===== src/rtl/switch_box_config_loader.sv =====
// Streams 8-bit words into a shadow register and commits them atomically to a switch box config_in.
// Optional XOR checksum word is enabled by defining SWITCH_BOX_CONFIG_LOADER_CHECKSUM_EN.
module switch_box_config_loader #(
  parameter int CONFIG_WIDTH = 264,
  parameter int WORD_WIDTH   = 8
) (
  input  logic                    clock,
  input  logic                    nreset,
  input  logic                    start,
  input  logic [WORD_WIDTH-1:0]   word_in,
  input  logic                    word_valid,
  output logic                    word_ready,
  output logic [CONFIG_WIDTH-1:0] config_out,
  output logic                    config_done,
  output logic                    config_error,
  output logic                    busy
);

  localparam int NUM_WORDS = (CONFIG_WIDTH + WORD_WIDTH - 1) / WORD_WIDTH;
  localparam int CNT_W     = (NUM_WORDS > 1) ? $clog2(NUM_WORDS) : 1;
  localparam int SHADOW_W  = NUM_WORDS * WORD_WIDTH;
  localparam logic [CNT_W-1:0] LAST_WORD = CNT_W'(NUM_WORDS - 1);

`ifdef SWITCH_BOX_CONFIG_LOADER_CHECKSUM_EN
  typedef enum logic [1:0] {
    IDLE   = 2'd0,
    LOAD   = 2'd1,
    CHECK  = 2'd2,
    COMMIT = 2'd3
  } state_e;
`else
  typedef enum logic [1:0] {
    IDLE   = 2'd0,
    LOAD   = 2'd1,
    COMMIT = 2'd3
  } state_e;
`endif

  state_e                  state_q, state_d;
  logic [CNT_W-1:0]        cnt_q, cnt_d;
  logic [SHADOW_W-1:0]     shadow_q, shadow_d;
  logic [CONFIG_WIDTH-1:0] config_q, config_d;
  logic                    done_q, done_d;
`ifdef SWITCH_BOX_CONFIG_LOADER_CHECKSUM_EN
  logic [WORD_WIDTH-1:0]   csum_q, csum_d;
  logic                    error_q, error_d;
`endif

  always_ff @(posedge clock or negedge nreset) begin
    if (!nreset) begin
      state_q  <= IDLE;
      cnt_q    <= '0;
      shadow_q <= '0;
      config_q <= '0;
      done_q   <= 1'b0;
`ifdef SWITCH_BOX_CONFIG_LOADER_CHECKSUM_EN
      csum_q   <= '0;
      error_q  <= 1'b0;
`endif
    end else begin
      state_q  <= state_d;
      cnt_q    <= cnt_d;
      shadow_q <= shadow_d;
      config_q <= config_d;
      done_q   <= done_d;
`ifdef SWITCH_BOX_CONFIG_LOADER_CHECKSUM_EN
      csum_q   <= csum_d;
      error_q  <= error_d;
`endif
    end
  end

  always_comb begin
    state_d  = state_q;
    cnt_d    = cnt_q;
    shadow_d = shadow_q;
    config_d = config_q;
    done_d   = done_q;
`ifdef SWITCH_BOX_CONFIG_LOADER_CHECKSUM_EN
    csum_d   = csum_q;
    error_d  = error_q;
`endif
    case (state_q)
      IDLE: begin
        if (start) begin
          state_d  = LOAD;
          cnt_d    = '0;
          shadow_d = '0;
          done_d   = 1'b0;
`ifdef SWITCH_BOX_CONFIG_LOADER_CHECKSUM_EN
          csum_d   = '0;
          error_d  = 1'b0;
`endif
        end
      end
      LOAD: begin
        if (word_valid) begin
          for (int k = 0; k < NUM_WORDS; k++) begin
            if (cnt_q == CNT_W'(k)) begin
              shadow_d[k*WORD_WIDTH +: WORD_WIDTH] = word_in;
            end
          end
`ifdef SWITCH_BOX_CONFIG_LOADER_CHECKSUM_EN
          csum_d = csum_q ^ word_in;
`endif
          // The counter holds at the last index instead of wrapping.
          if (cnt_q == LAST_WORD) begin
`ifdef SWITCH_BOX_CONFIG_LOADER_CHECKSUM_EN
            state_d = CHECK;
`else
            state_d = COMMIT;
`endif
          end else begin
            cnt_d = cnt_q + CNT_W'(1);
          end
        end
      end
`ifdef SWITCH_BOX_CONFIG_LOADER_CHECKSUM_EN
      CHECK: begin
        if (word_valid) begin
          if (word_in == csum_q) begin
            state_d = COMMIT;
          end else begin
            error_d = 1'b1;
            state_d = IDLE;
          end
        end
      end
`endif
      COMMIT: begin
        config_d = shadow_q[CONFIG_WIDTH-1:0];
        done_d   = 1'b1;
        state_d  = IDLE;
      end
      default: begin
        state_d = IDLE;
      end
    endcase
  end

`ifdef SWITCH_BOX_CONFIG_LOADER_CHECKSUM_EN
  assign word_ready   = (state_q == LOAD) || (state_q == CHECK);
  assign config_error = error_q;
`else
  assign word_ready   = (state_q == LOAD);
  assign config_error = 1'b0;
`endif
  assign busy        = (state_q != IDLE);
  assign config_out  = config_q;
  assign config_done = done_q;

endmodule

===== config.mk =====
export PLATFORM = sky130hd
export DESIGN_NAME = switch_box_config_loader
export DESIGN_NICKNAME = d
export VERILOG_FILES = /design/src/rtl/switch_box_config_loader.sv
export SDC_FILE = /design/constraint.sdc
export NUM_CORES = 1
export LEC_CHECK = 0
export CORE_ASPECT_RATIO = 1.4
export CORE_MARGIN = 3
export CORE_UTILIZATION = 57
export CTS_BUF_LIST = sky130_fd_sc_hd__clkbuf_4
export CTS_CLUSTER_DIAMETER = 60
export DETAILED_ROUTE_END_ITERATION = 6
export PLACE_DENSITY = 0.9
export SKIP_LAST_GASP = 1
export SLEW_MARGIN = 25
export SYNTH_ARGS = -nofsm -noshare
export SYNTH_HDL_FRONTEND = slang
export SYNTH_SLANG_ARGS = --single-unit

===== constraint.sdc =====
create_clock -name clock -period 2.7 [get_ports clock]
set_clock_uncertainty 0.2 [all_clocks]
set_input_delay 0.27 -clock clock [delete_from_list [all_inputs] [get_ports clock]]
set_output_delay 0.27 -clock clock [all_outputs]
set_load 0.005 [all_outputs]

==> results of run 1 <==
[logic make-up after synthesis]
group | count (synthesis) | share of synthesized area, %
DFF | 537 | 65.2
muxes | 521 | 28.4
buffers and inverters | 79 | 1.70
adders and majority gates | 4 | 0.243
AOI/OAI and AO/OA | 54 | 1.69
other | 1 | 0.0182
and+or+nand+nor | 105 | 2.75
[area by class of cell]
class                      instances  area (um2)  share of cell area, %
clock buffer                     176        1320                   5.13
timing repair buffer             319        3350                   13.0
sequential                       537       13400                   52.1
clock inverter                    39         201                  0.781
inverter                           5        21.3                 0.0825
antenna                            3        7.51                 0.0291
multi-input combinational        685        6870                   26.7
tap                              456         571                   2.21
[cell usage in the layout (no fill, tap or decap), types with 3 or more instances in the layout]
cell / netlist / layout
dfrtp_1: 537 / 536
mux2_2: 518 / 518
clkdlybuf4s50_1: 0 / 276
clkbuf_4: 0 / 176
nand2_1: 37 / 36
clkinv_1: 0 / 34
o21ai_0: 20 / 20
nand2_2: 14 / 14
buf_4: 2 / 14
o21ai_1: 12 / 12
dlygate4sd3_1: 0 / 12
o211ai_1: 10 / 10
buf_12: 0 / 10
and2_2: 0 / 8
nand4_1: 8 / 8
nand2b_1: 7 / 5
nor2_1: 6 / 5
nand3b_1: 4 / 4
inv_1: 5 / 4
ha_1: 4 / 4
diode_2: 0 / 3
or3b_2: 3 / 3
nand3_1: 3 / 3
and3_1: 3 / 3
or2_2: 3 / 3
[power breakdown]
group          internal, mW  switching, mW  leakage, nW
Sequential             11.3           2.13         6.91
Clock                  3.17           3.03        0.903
Combinational          5.28           2.98         4.38
[registers in the layout (all words and copies together), names as in the netlist]
| name | count |
|---|---|
| cnt_q | 6 |
| config_done | 1 |
| state_q | 2 |
| config_out | 264 |
| shadow_q | 264 |
[per-stage QoR]
step                      TNS [ns]  cells
final                            0   2220
after global routing             0   2219
after CTS                        0   2217
after detailed placement         0   1982
after global placement      -86.87   1980
after floorplan                  0   1301
[cell usage after synthesis (2+ instances only)]
library cell	count
o31ai_1	2
o21ai_1	12
or4_1	2
or2_2	3
o21ai_2	2
mux2_2	518
or3b_2	3
nand4_1	8
buf_4	2
o211ai_1	10
nand2_2	14
o21ai_0	20
nor2_1	6
inv_1	5
and3_1	3
ha_1	4
nand3_1	3
nand3b_1	4
dfrtp_1	537
o41ai_1	3
and2_1	10
clkbuf_1	35
buf_2	37
nand2b_1	7
nand2_1	37
mux2_1	2
a21oi_4	2
[how the worst max path moves through the flow]
| stage | to | cells past startpoint | slack [ns] |
|---|---|---|---|
| 6_report | busy | 3 | 0.07 |
| 5_1_grt | busy | 3 | 0.006 |
| 4_1_cts | busy | 3 | 0.01 |
| 3_5_place_dp | shadow_q[18] | 6 | 0.11 |
| 3_3_place_gp | shadow_q[174] | 5 | -0.52 |
| 2_1_floorplan | shadow_q[144] | 6 | 0.54 |
[layer usage]
| layer | vias up | routed length, um |
|---|---|---|
| met1 | 6520 | 19300 |
| met4 | 0 | 1990 |
| met3 | 108 | 2290 |
| li1 | 5405 | - |
| met2 | 372 | 27200 |
| met5 | - | 0 |
[worst reg2reg max path: stages, from the launching register on]
cell	delay, ns
dfrtp_1	0.47
inv_1	0.16
ha_1	0.21
nand2_1	0.13
or4_4	0.46
a21oi_4	0.35
mux2_2	0.38
[what timing repair did]
item | CTS | global route
gates cloned | 2 | 0
hold endpoints to repair | 548 | 0
resized for setup | 7 | 2
setup buffers | 5 | 0
pin swaps | 0 | 0
setup endpoints to repair | 2 | 3
hold buffers | 13 | 0
==> results.rst, run 1 <==
.. list-table::
   :header-rows: 1

   * - Metric
     - Value
   * - Endpoint, Worst Hold
     - config_out[27]
   * - DR vias
     - between 10000 and 15000
   * - Pre-CTS setup slack
     - 0.109 ns
   * - Worst setup slack for register-to-register paths
     - around 0.21 ns
   * - Longest Clk Path Bufs
     - 3
   * - MaxCap Viol Count
     - 0
   * - Buffers & Inverters on Critical Path
     - 2
   * - Run status
     - finished, final reports clean
   * - Warning count from the yosys run
     - 0
   * - Floorplan die area
     - 0.0385 mm2
   * - Logic depth of the worst register-to-register path
     - 6
   * - Worst setup startpoint
     - state_q[0]
   * - Instance count along the most critical hold path
     - 1
   * - Met3 GRT Util
     - under 10%
   * - Finished Cell Area
     - approximately 0.026 mm2
   * - DRC violation total after the first TritonRoute iteration
     - between 600 and 700
   * - Fillers
     - 2162
   * - Mapped Nets
     - about 1300
   * - Maximum ir drop on the vdd rail
     - ~0.0006 V
   * - Routed wirelength normalized by instance count
     - roughly 23 um
   * - Slew at the pin with the worst max-slew slack
     - between 1 and 1.5 ns
   * - Crit Path Category
     - reg2out
   * - Hold WC Path Type
     - reg2reg
   * - Synth Cell Area
     - 0.0206 mm2
   * - Worst-case setup margin in the final layout
     - around 0.07 ns
   * - Synth-to-Final Area Change
     - 25.0%
   * - Final net count
     - approximately 1700
   * - Layout cell share with drive strength beyond 1
     - between 40% and 50%
   * - Number of input and output port buffers inserted
     - ~280
   * - Slew margin rel.
     - between 20% and 30%
   * - WP data required
     - between 2 and 2.5 ns
   * - Total wirelength of the detailed-routed design
     - 50.7 mm
   * - Leading post-synthesis cells by cell area
     - dfrtp_1, mux2_2, buf_2, nand2_1, clkbuf_1
   * - Die extent in x
     - ~170 um
   * - Library cell used as clock root buffer
     - clkbuf_4
   * - Ordered list of cells on the worst path
     - buf_12 > or2_2 > clkdlybuf4s50_1
   * - Static Leak
     - approximately 12 nW
   * - Kind of start point of the critical path
     - flop
   * - Final setup violation count
     - 0
   * - Largest delay share family, worst path
     - buffers and inverters
   * - Antenna viol nets, final
     - 0
   * - PwrDens
     - 1080 mW/mm2
   * - Peak per-stage delay on the critical path
     - approximately 0.45 ns
   * - RSZ-0062 raised after global routing
     - no
   * - Signal arrival time at the worst endpoint
     - roughly 2.2 ns
   * - Busiest grt layer
     - met2
   * - Clock transition time at the flip-flop clock pins of the worst setup and hold paths
     - 0.08 ns
   * - Core occupancy in the finished layout
     - approximately 73%
   * - Gate count of the mapped netlist
     - around 1300
   * - Ratio of final minimum period to clock period
     - between 90% and 100%
   * - Worst skew pair latency
     - roughly 0.8 ns
   * - Met2 usage in global routing
     - around 47%
   * - Initial DRT Pass Iterations
     - 5
   * - Core Region
     - 0.0353 mm2
   * - Global-route wire length before repair
     - approximately 80 mm
   * - R2r endpoint
     - shadow_q[208]
   * - TritonCTS clock tree
     - built
   * - Number of unique standard cell types used by synthesis
     - 37
   * - Primary FF master, synth
     - dfrtp_1
   * - Met1 track demand over resource in global routing
     - 31.4%
   * - Reg2reg start
     - cnt_q[0]
   * - Initial antenna violation count
     - 2
   * - TritonCTS Buffers
     - 120
   * - Number of standard-cell rows in the floorplan
     - a little over 80
   * - Async SR Flop Fraction
     - 100%
   * - Post-synthesis sequential element count
     - 537
   * - Peak Freq
     - 380 MHz
   * - H-tree depth
     - 3
   * - Total chip power
     - 27.9 mW
   * - Hold Startpoint
     - shadow_q[27]
   * - Part of the Yosys area used for sequential elements
     - 65.2%
   * - Number of hold-slack violations in the final timing report
     - 0
   * - Max Fanout on Critical Path
     - 14
   * - Worst setup EP type
     - primary output
   * - TritonCTS sink count
     - roughly 540
   * - Via density per instance
     - between 5 and 6
   * - Gp weighted congestion
     - 0.795
   * - Number of max-slew violations in the final report
     - 0
   * - Minimum clock period after layout
     - between 2 and 3 ns
   * - Post-synth top area share
     - 65.2%
   * - Total congestion overflow
     - 0
   * - Post-Place Cell Area
     - 0.0240 mm2
   * - Boundary pin count
     - between 200 and 300
   * - Maximum number of pins on one net before global-route repair
     - between 80 and 90
   * - Cell type with the largest total area after synthesis
     - dfrtp_1
   * - Initial cell density of the core
     - about 58%
   * - Average footprint of a synthesized cell
     - 15.9 um2
   * - Worst hold slack across all endpoints
     - approximately 0.29 ns
   * - Die Y-Extent
     - 231 um
   * - HPWL reported at the end of detailed placement
     - around 32 mm
   * - GRT Resource Usage Total
     - 26.6%
   * - Number of enable flip-flop cells after synthesis
     - 0
   * - Critical-path cell with the highest stage delay
     - dfrtp_2
   * - DRC violations left
     - 0
   * - Via count of the first global-routing pass
     - between 10000 and 15000
(Power assumes the default switching activity.)
==> run 2: changes to the inputs <==
Settings changed: PLACE_DENSITY 0.9 to 0.92.
==> results.rst, run 2 (synthesis gave the netlist of run 1 again) <==
.. list-table::
   :header-rows: 1

   * - Metric
     - Value
   * - Run status
     - finished, final reports clean
   * - HPWL reported at the end of detailed placement
     - 32.3 mm (+1.1%)
   * - Number of hold-slack violations in the final timing report
     - 0 (unchanged)
   * - Number of max-slew violations in the final report
     - 0 (unchanged)
   * - Crit Path Category
     - reg2reg
   * - Gp weighted congestion
     - 0.792 (-0.41%)
   * - Worst skew pair latency
     - 0.87 ns (+0.07 ns)
   * - Die extent in x
     - 167 um (unchanged)
   * - Switching Power
     - 8.24 mW (+1.2%)
   * - Total chip power
     - 28.2 mW (+0.94%)
   * - WP data required
     - 3.22 ns (+0.99 ns)
   * - Static Leak
     - 12.2 nW (about the same)
   * - DR vias
     - 12600 (+1.2%)
   * - Initial cell density of the core
     - 58.5% (unchanged)
   * - Slew at the pin with the worst max-slew slack
     - 1.04 ns (-0.0401 ns)
   * - Clock transition time at the flip-flop clock pins of the worst setup and hold paths
     - 0.08 ns (about the same)
   * - DRC violations left
     - 0 (unchanged)
   * - Endpoint, Worst Hold
     - config_out[230]
   * - Combinational fraction of design power
     - 29.3% (-0.3 points)
   * - H-tree depth
     - 3 (unchanged)
   * - Number of input and output port buffers inserted
     - 278 (unchanged)
   * - Maximum ir drop on the vdd rail
     - 0.000656 V (+9.1%)
   * - Highest-count cells in the layout ignoring fill and taps
     - dfrtp_1, mux2_2, clkdlybuf4s50_1, clkbuf_4, nand2_1
   * - Layout cell share with drive strength beyond 1
     - 44.3% (+0.61 points)
   * - Most frequent standard cell in the layout excluding fill and tap cells
     - dfrtp_1
   * - Largest delay share family, worst path
     - simple AND/OR/NAND/NOR gates
   * - Worst-case setup margin in the final layout
     - 0.136 ns (+0.0656 ns)
   * - RSZ-0062 raised after global routing
     - no
   * - Hold WC Path Type
     - reg2reg
   * - Pint
     - 19.9 mW (+0.84%)
   * - Peak Freq
     - 390 MHz (+2.6%)
   * - Worst setup EP type
     - flop
   * - TritonCTS Buffers
     - 120 (unchanged)
   * - Max Fanout on Critical Path
     - 8 (-6)
   * - Routed wirelength normalized by instance count
     - 23.1 um (+0.98%)
   * - Slew margin rel.
     - 30.8% (+2.7 points)
   * - Core Region
     - 0.0353 mm2 (unchanged)
   * - Total wirelength of the detailed-routed design
     - 51.4 mm (+1.3%)
   * - Longest Clk Path Bufs
     - 3 (unchanged)
   * - Signal arrival time at the worst endpoint
     - 3.09 ns (+0.93 ns)
   * - Library cell used as clock root buffer
     - clkbuf_4
   * - Number of standard-cell rows in the floorplan
     - 81 (unchanged)
   * - Boundary pin count
     - 280 (unchanged)
   * - Buffers & Inverters on Critical Path
     - 1 (-1)
   * - Floorplan die area
     - 0.0385 mm2 (unchanged)
   * - Via density per instance
     - 5.64 (+0.97%)
   * - Critical-path cell with the highest stage delay
     - dfrtp_1
   * - Switch share
     - 29.3% (+0.071 points)
   * - Logic depth of the worst register-to-register path
     - 6 (unchanged)
   * - Synth-to-Final Area Change
     - 25.2%
   * - Maximum number of pins on one net before global-route repair
     - 76 (-6.2%)
   * - Final net count
     - 1686 (+0.12%)
   * - Peak per-stage delay on the critical path
     - 0.45 ns (about the same)
   * - Hold Startpoint
     - shadow_q[230]
   * - TritonCTS sink count
     - 537 (unchanged)
   * - Antenna viol nets, final
     - 0 (unchanged)
   * - PwrDens
     - 1090 mW/mm2 (+0.76%)
   * - Final setup violation count
     - 0 (unchanged)
   * - Die Y-Extent
     - 231 um (unchanged)
   * - Clock share of power
     - 22.8% (+0.6 points)
   * - Initial DRT Pass Iterations
     - 5 (unchanged)
   * - Worst hold slack across all endpoints
     - 0.280 ns (-0.00828 ns)
   * - Relative contribution of sequential cells to total power
     - 47.9% (-0.3 points)
   * - Via count of the first global-routing pass
     - 14000 (+0.63%)
   * - MaxCap Viol Count
     - 0 (unchanged)
   * - Ratio of final minimum period to clock period
     - 95.0% (-2.4 points)
   * - TritonCTS clock tree
     - built
   * - Core occupancy in the finished layout
     - 73.2% (+0.13 points)
   * - Worst setup slack for register-to-register paths
     - 0.14 ns (-0.07 ns)
   * - Minimum clock period after layout
     - 2.56 ns (-0.0656 ns)
   * - R2r endpoint
     - shadow_q[103]
   * - Instance count along the most critical hold path
     - 1 (unchanged)
   * - Reg2reg start
     - cnt_q[0]
   * - DRC violation total after the first TritonRoute iteration
     - 661 (+9.3%)
   * - Global-route wire length before repair
     - 80.2 mm (+0.77%)
   * - Initial antenna violation count
     - 2 (unchanged)
   * - Ordered list of cells on the worst path
     - inv_1 > ha_1 > nand2b_1 > o21ai_0 > nand2_1 > mux2_2
   * - Kind of start point of the critical path
     - flop
   * - Total congestion overflow
     - 0 (unchanged)
   * - GRT Resource Usage Total
     - 26.9% (+0.32 points)
   * - Pre-CTS setup slack
     - 0.00451 ns (-0.105 ns)
-- run 2: metrics by stage --
stage,area [um2],setup TNS [ns],std cells
2_1_floorplan,20600,0,1301
3_3_place_gp,24000,-72.10,1989
3_5_place_dp,24100,0,1990
4_1_cts,25800,0,2222
5_1_grt,25800,0,2224
6_report,25800,0,2226
-- run 2: timing repair --
action,4_1_cts,5_1_grt
setup buffers,1,0
resized for setup,2,2
endpoints found under the setup margin,1,2
hold endpoints to repair,547,0
hold buffers,13,0
-- run 2: power groups by stage --
stage / clock, mW / combinational [mW] / sequential (mW)
floorplan: 0 / 4.14 / 12.8
global placement: 0 / 7.84 / 13.3
global route: 7.03 / 8.83 / 13.8
CTS: 6.59 / 8.35 / 13.4
detailed placement: 0 / 8.25 / 13.5
finish: 6.43 / 8.25 / 13.5
-- run 2: routing by layer --
layer | track usage [%] | routed length, um | vias up
met2 | 47.2 | 27100 | 452
met4 | 14.4 | 2550 | 0
met5 | 0 | 0 | -
li1 | - | - | 5462
met1 | 31.2 | 19300 | 6509
met3 | 5.77 | 2490 | 136
-- run 2: cell type report --
type	count	area, um2
Inverter	5	21.3
Fill cell	2096	9440
Timing Repair Buffer	321	3330
Clock buffer	182	1370
Multi-Input combinational cell	685	6860
Tap cell	456	571
Clock inverter	36	231
Sequential cell	537	13400
Antenna cell	4	10.0
-- run 2: worst max path at each step --
stage               slack (ns)        from       endpoint  cells after the start
floorplan                 0.54    cnt_q[0]  shadow_q[144]                      6
global placement         -0.40  word_valid   shadow_q[68]                      5
detailed placement       0.005  word_valid  shadow_q[173]                      6
CTS                      0.006  state_q[1]           busy                      3
global route              0.02  state_q[1]     word_ready                      3
finish                    0.14    cnt_q[0]  shadow_q[103]                      6
==> run 3: changes to the inputs <==
Settings changed: CORE_UTILIZATION 57 to 35, CTS_CLUSTER_SIZE set to 8, PLACE_DENSITY 0.92 to 0.65.
==> results.rst, run 3 (synthesis gave the netlist of run 1 again) <==
.. list-table::
   :header-rows: 1

   * - Metric
     - Value
   * - Total wirelength of the detailed-routed design
     - 54.4 mm (+5.8%)
   * - Initial cell density of the core
     - 35.6% (-23 points)
   * - Combinational fraction of design power
     - 32.2% (+2.9 points)
   * - Area taken by multi-input logic gates
     - 0.00687 mm2 (+0.11%)
   * - TritonCTS Buffers
     - 78 (-35%)
   * - Most frequent standard cell in the layout excluding fill and tap cells
     - dfrtp_1
   * - Longest Clk Path Bufs
     - 3 (unchanged)
   * - Layout cell share with drive strength beyond 1
     - 42.2% (-2.1 points)
   * - Final setup violation count
     - 0 (unchanged)
   * - Core Region
     - 0.0579 mm2 (+64%)
   * - Slew at the pin with the worst max-slew slack
     - 0.607 ns (-0.432 ns)
   * - Die Y-Extent
     - 293 um (+27%)
   * - Switching Power
     - 7.67 mW (-6.9%)
   * - Worst hold slack across all endpoints
     - 0.293 ns (+0.0128 ns)
   * - Highest-count cells in the layout ignoring fill and taps
     - dfrtp_1, mux2_2, clkdlybuf4s50_1, clkbuf_4, nand2_1
   * - TritonCTS clock tree
     - built
   * - Total congestion overflow
     - 0 (unchanged)
   * - DRC violation total after the first TritonRoute iteration
     - 443 (-33%)
   * - Initial DRT Pass Iterations
     - 4 (-1)
   * - Ratio of final minimum period to clock period
     - 95.2% (+0.27 points)
   * - Clock transition time at the flip-flop clock pins of the worst setup and hold paths
     - 0.11 ns (+0.03 ns)
   * - Boundary pin count
     - 280 (unchanged)
   * - Via count of the first global-routing pass
     - 13100 (-6.8%)
   * - Antenna viol nets, final
     - 0 (unchanged)
   * - RSZ-0062 raised after global routing
     - no
   * - Worst skew pair latency
     - 0.83 ns (-0.04 ns)
   * - Run status
     - finished, final reports clean
   * - Relative contribution of sequential cells to total power
     - 51.4% (+3.5 points)
   * - Initial antenna violation count
     - 3 (+1)
   * - Number of standard-cell rows in the floorplan
     - 104 (+28%)
   * - Final net count
     - 1667 (-1.1%)
   * - Slew margin rel.
     - 59.5% (+29 points)
   * - TritonCTS sink count
     - 537 (unchanged)
   * - Number of input and output port buffers inserted
     - 278 (unchanged)
   * - Die extent in x
     - 211 um (+27%)
   * - PwrDens
     - 1020 mW/mm2 (-7.0%)
   * - Synth-to-Final Area Change
     - 23.9%
   * - Fillers
     - 5220 (+150%)
   * - Crit Path Category
     - reg2reg
   * - Global-route wire length before repair
     - 82.6 mm (+3.0%)
   * - WP data required
     - 3.18 ns (-0.04 ns)
   * - Number of max-slew violations in the final report
     - 0 (unchanged)
   * - Hold WC Path Type
     - reg2reg
   * - DRC violations left
     - 0 (unchanged)
   * - Routed wirelength normalized by instance count
     - 22.6 um (-2.1%)
   * - Core occupancy in the finished layout
     - 44.1% (-29 points)
   * - Switch share
     - 29.6% (+0.33 points)
   * - Signal arrival time at the worst endpoint
     - 3.05 ns (-0.04 ns)
   * - HPWL reported at the end of detailed placement
     - 35.7 mm (+11%)
   * - Minimum clock period after layout
     - 2.57 ns (+0.00733 ns)
   * - Maximum number of pins on one net before global-route repair
     - 93 (+22%)
   * - Kind of start point of the critical path
     - flop
   * - Sequential cell area
     - 0.0134 mm2 (unchanged)
   * - Maximum ir drop on the vdd rail
     - 0.000404 V (-38%)
   * - H-tree depth
     - 3 (unchanged)
   * - Worst-case setup margin in the final layout
     - 0.129 ns (-0.00733 ns)
   * - Number of hold-slack violations in the final timing report
     - 0 (unchanged)
   * - Static Leak
     - 11.8 nW (-3.0%)
   * - Worst setup EP type
     - flop
   * - Clock share of power
     - 16.4% (-6.4 points)
   * - Via density per instance
     - 4.95 (-12%)
   * - Floorplan die area
     - 0.0619 mm2 (+61%)
   * - Max Fanout on Critical Path
     - 8 (unchanged)
   * - Gp weighted congestion
     - 0.747 (-5.7%)
   * - Pint
     - 18.3 mW (-8.4%)
   * - Peak Freq
     - 389 MHz (-0.29%)
   * - Library cell used as clock root buffer
     - clkbuf_4
   * - MaxCap Viol Count
     - 0 (unchanged)
   * - DR vias
     - 11900 (-5.3%)
   * - GRT Resource Usage Total
     - 17.7% (-9.3 points)
   * - Pre-CTS setup slack
     - -0.0781 ns (-0.0827 ns)
run 3: cell count changes in the layout (fill, tap and decap cells not counted), sizes merged:
cell | previous run | this run
buf | 32 | 54
bufbuf | 0 | 1
bufinv | 3 | 2
clkbuf | 182 | 82
clkdlybuf4s50 | 276 | 275
clkinv | 29 | 0
clkinvlp | 3 | 2
diode | 4 | 3
dlygate4sd2 | 0 | 2
dlymetal6s2s | 1 | 0
inv | 6 | 8
run 3: timing repair:
| action | CTS | global route |
|---|---|---|
| hold buffers | 13 | 0 |
| gates cloned | 1 | 0 |
| setup buffers | 4 | 0 |
| setup endpoints to repair | 2 | 8 |
| resized for setup | 7 | 1 |
| hold endpoints to repair | 548 | 0 |
run 3: power groups by stage:
| stage | registers (mW) | clock network (mW) | logic [mW] |
|---|---|---|---|
| 2_1_floorplan | 12.8 | 0 | 4.14 |
| 3_3_place_gp | 13.4 | 0 | 8.18 |
| 3_5_place_dp | 13.5 | 0 | 8.44 |
| 4_1_cts | 13.4 | 4.51 | 8.52 |
| 5_1_grt | 13.7 | 4.85 | 9.01 |
| 6_report | 13.3 | 4.26 | 8.35 |
run 3: final cells by class:
class / instances / area share, %
Sequential cell: 537 / 52.6
Multi-Input combinational cell: 685 / 26.9
Timing Repair Buffer: 344 / 14.1
Tap cell: 742 / 3.63
Clock buffer: 82 / 2.41
Clock inverter: 7 / 0.338
Inverter: 5 / 0.0734
Antenna cell: 3 / 0.0294
run 3: path summary, 6_finish.rpt:
check	startpoint	end	slack [ns]	depth (start not counted)
worst max-delay path	cnt_q[0]	shadow_q[150]	0.13	6
worst min-delay path	shadow_q[248]	config_out[248]	0.29	1
worst max register to register	cnt_q[0]	shadow_q[150]	0.13	6
worst min register to register	shadow_q[248]	config_out[248]	0.29	1
max in group asynchronous	nreset	config_out[192]	1.26	4
min in group asynchronous	nreset	cnt_q[5]	0.50	4
run 3: layer usage:
metal | up-vias | track usage (%) | part of all wire (%)
li1 | 5277 | - | -
met1 | 6255 | 21.2 | 40
met2 | 280 | 31.9 | 53
met3 | 87 | 3.63 | 4.6
met4 | 0 | 5.59 | 2.5
met5 | - | 0 | 0
run 3: worst max-delay path: stages, from the launching register on:
cell,delay (ns)
dfrtp_1,0.47
inv_1,0.15
ha_1,0.22
nand2_1,0.14
or4_1,0.49
a21oi_4,0.36
mux2_2,0.38
run 3: through the flow:
stage / area [um2] / instances / power (mW) / TNS (ns)
2_1_floorplan: 20600 / 1301 / 16.9 / 0
3_3_place_gp: 24500 / 2292 / 21.6 / -123.81
3_5_place_dp: 24600 / 2294 / 22.0 / -1.45
4_1_cts: 25500 / 2401 / 26.4 / 0
5_1_grt: 25600 / 2405 / 27.6 / 0
6_report: 25600 / 2405 / 25.9 / 0
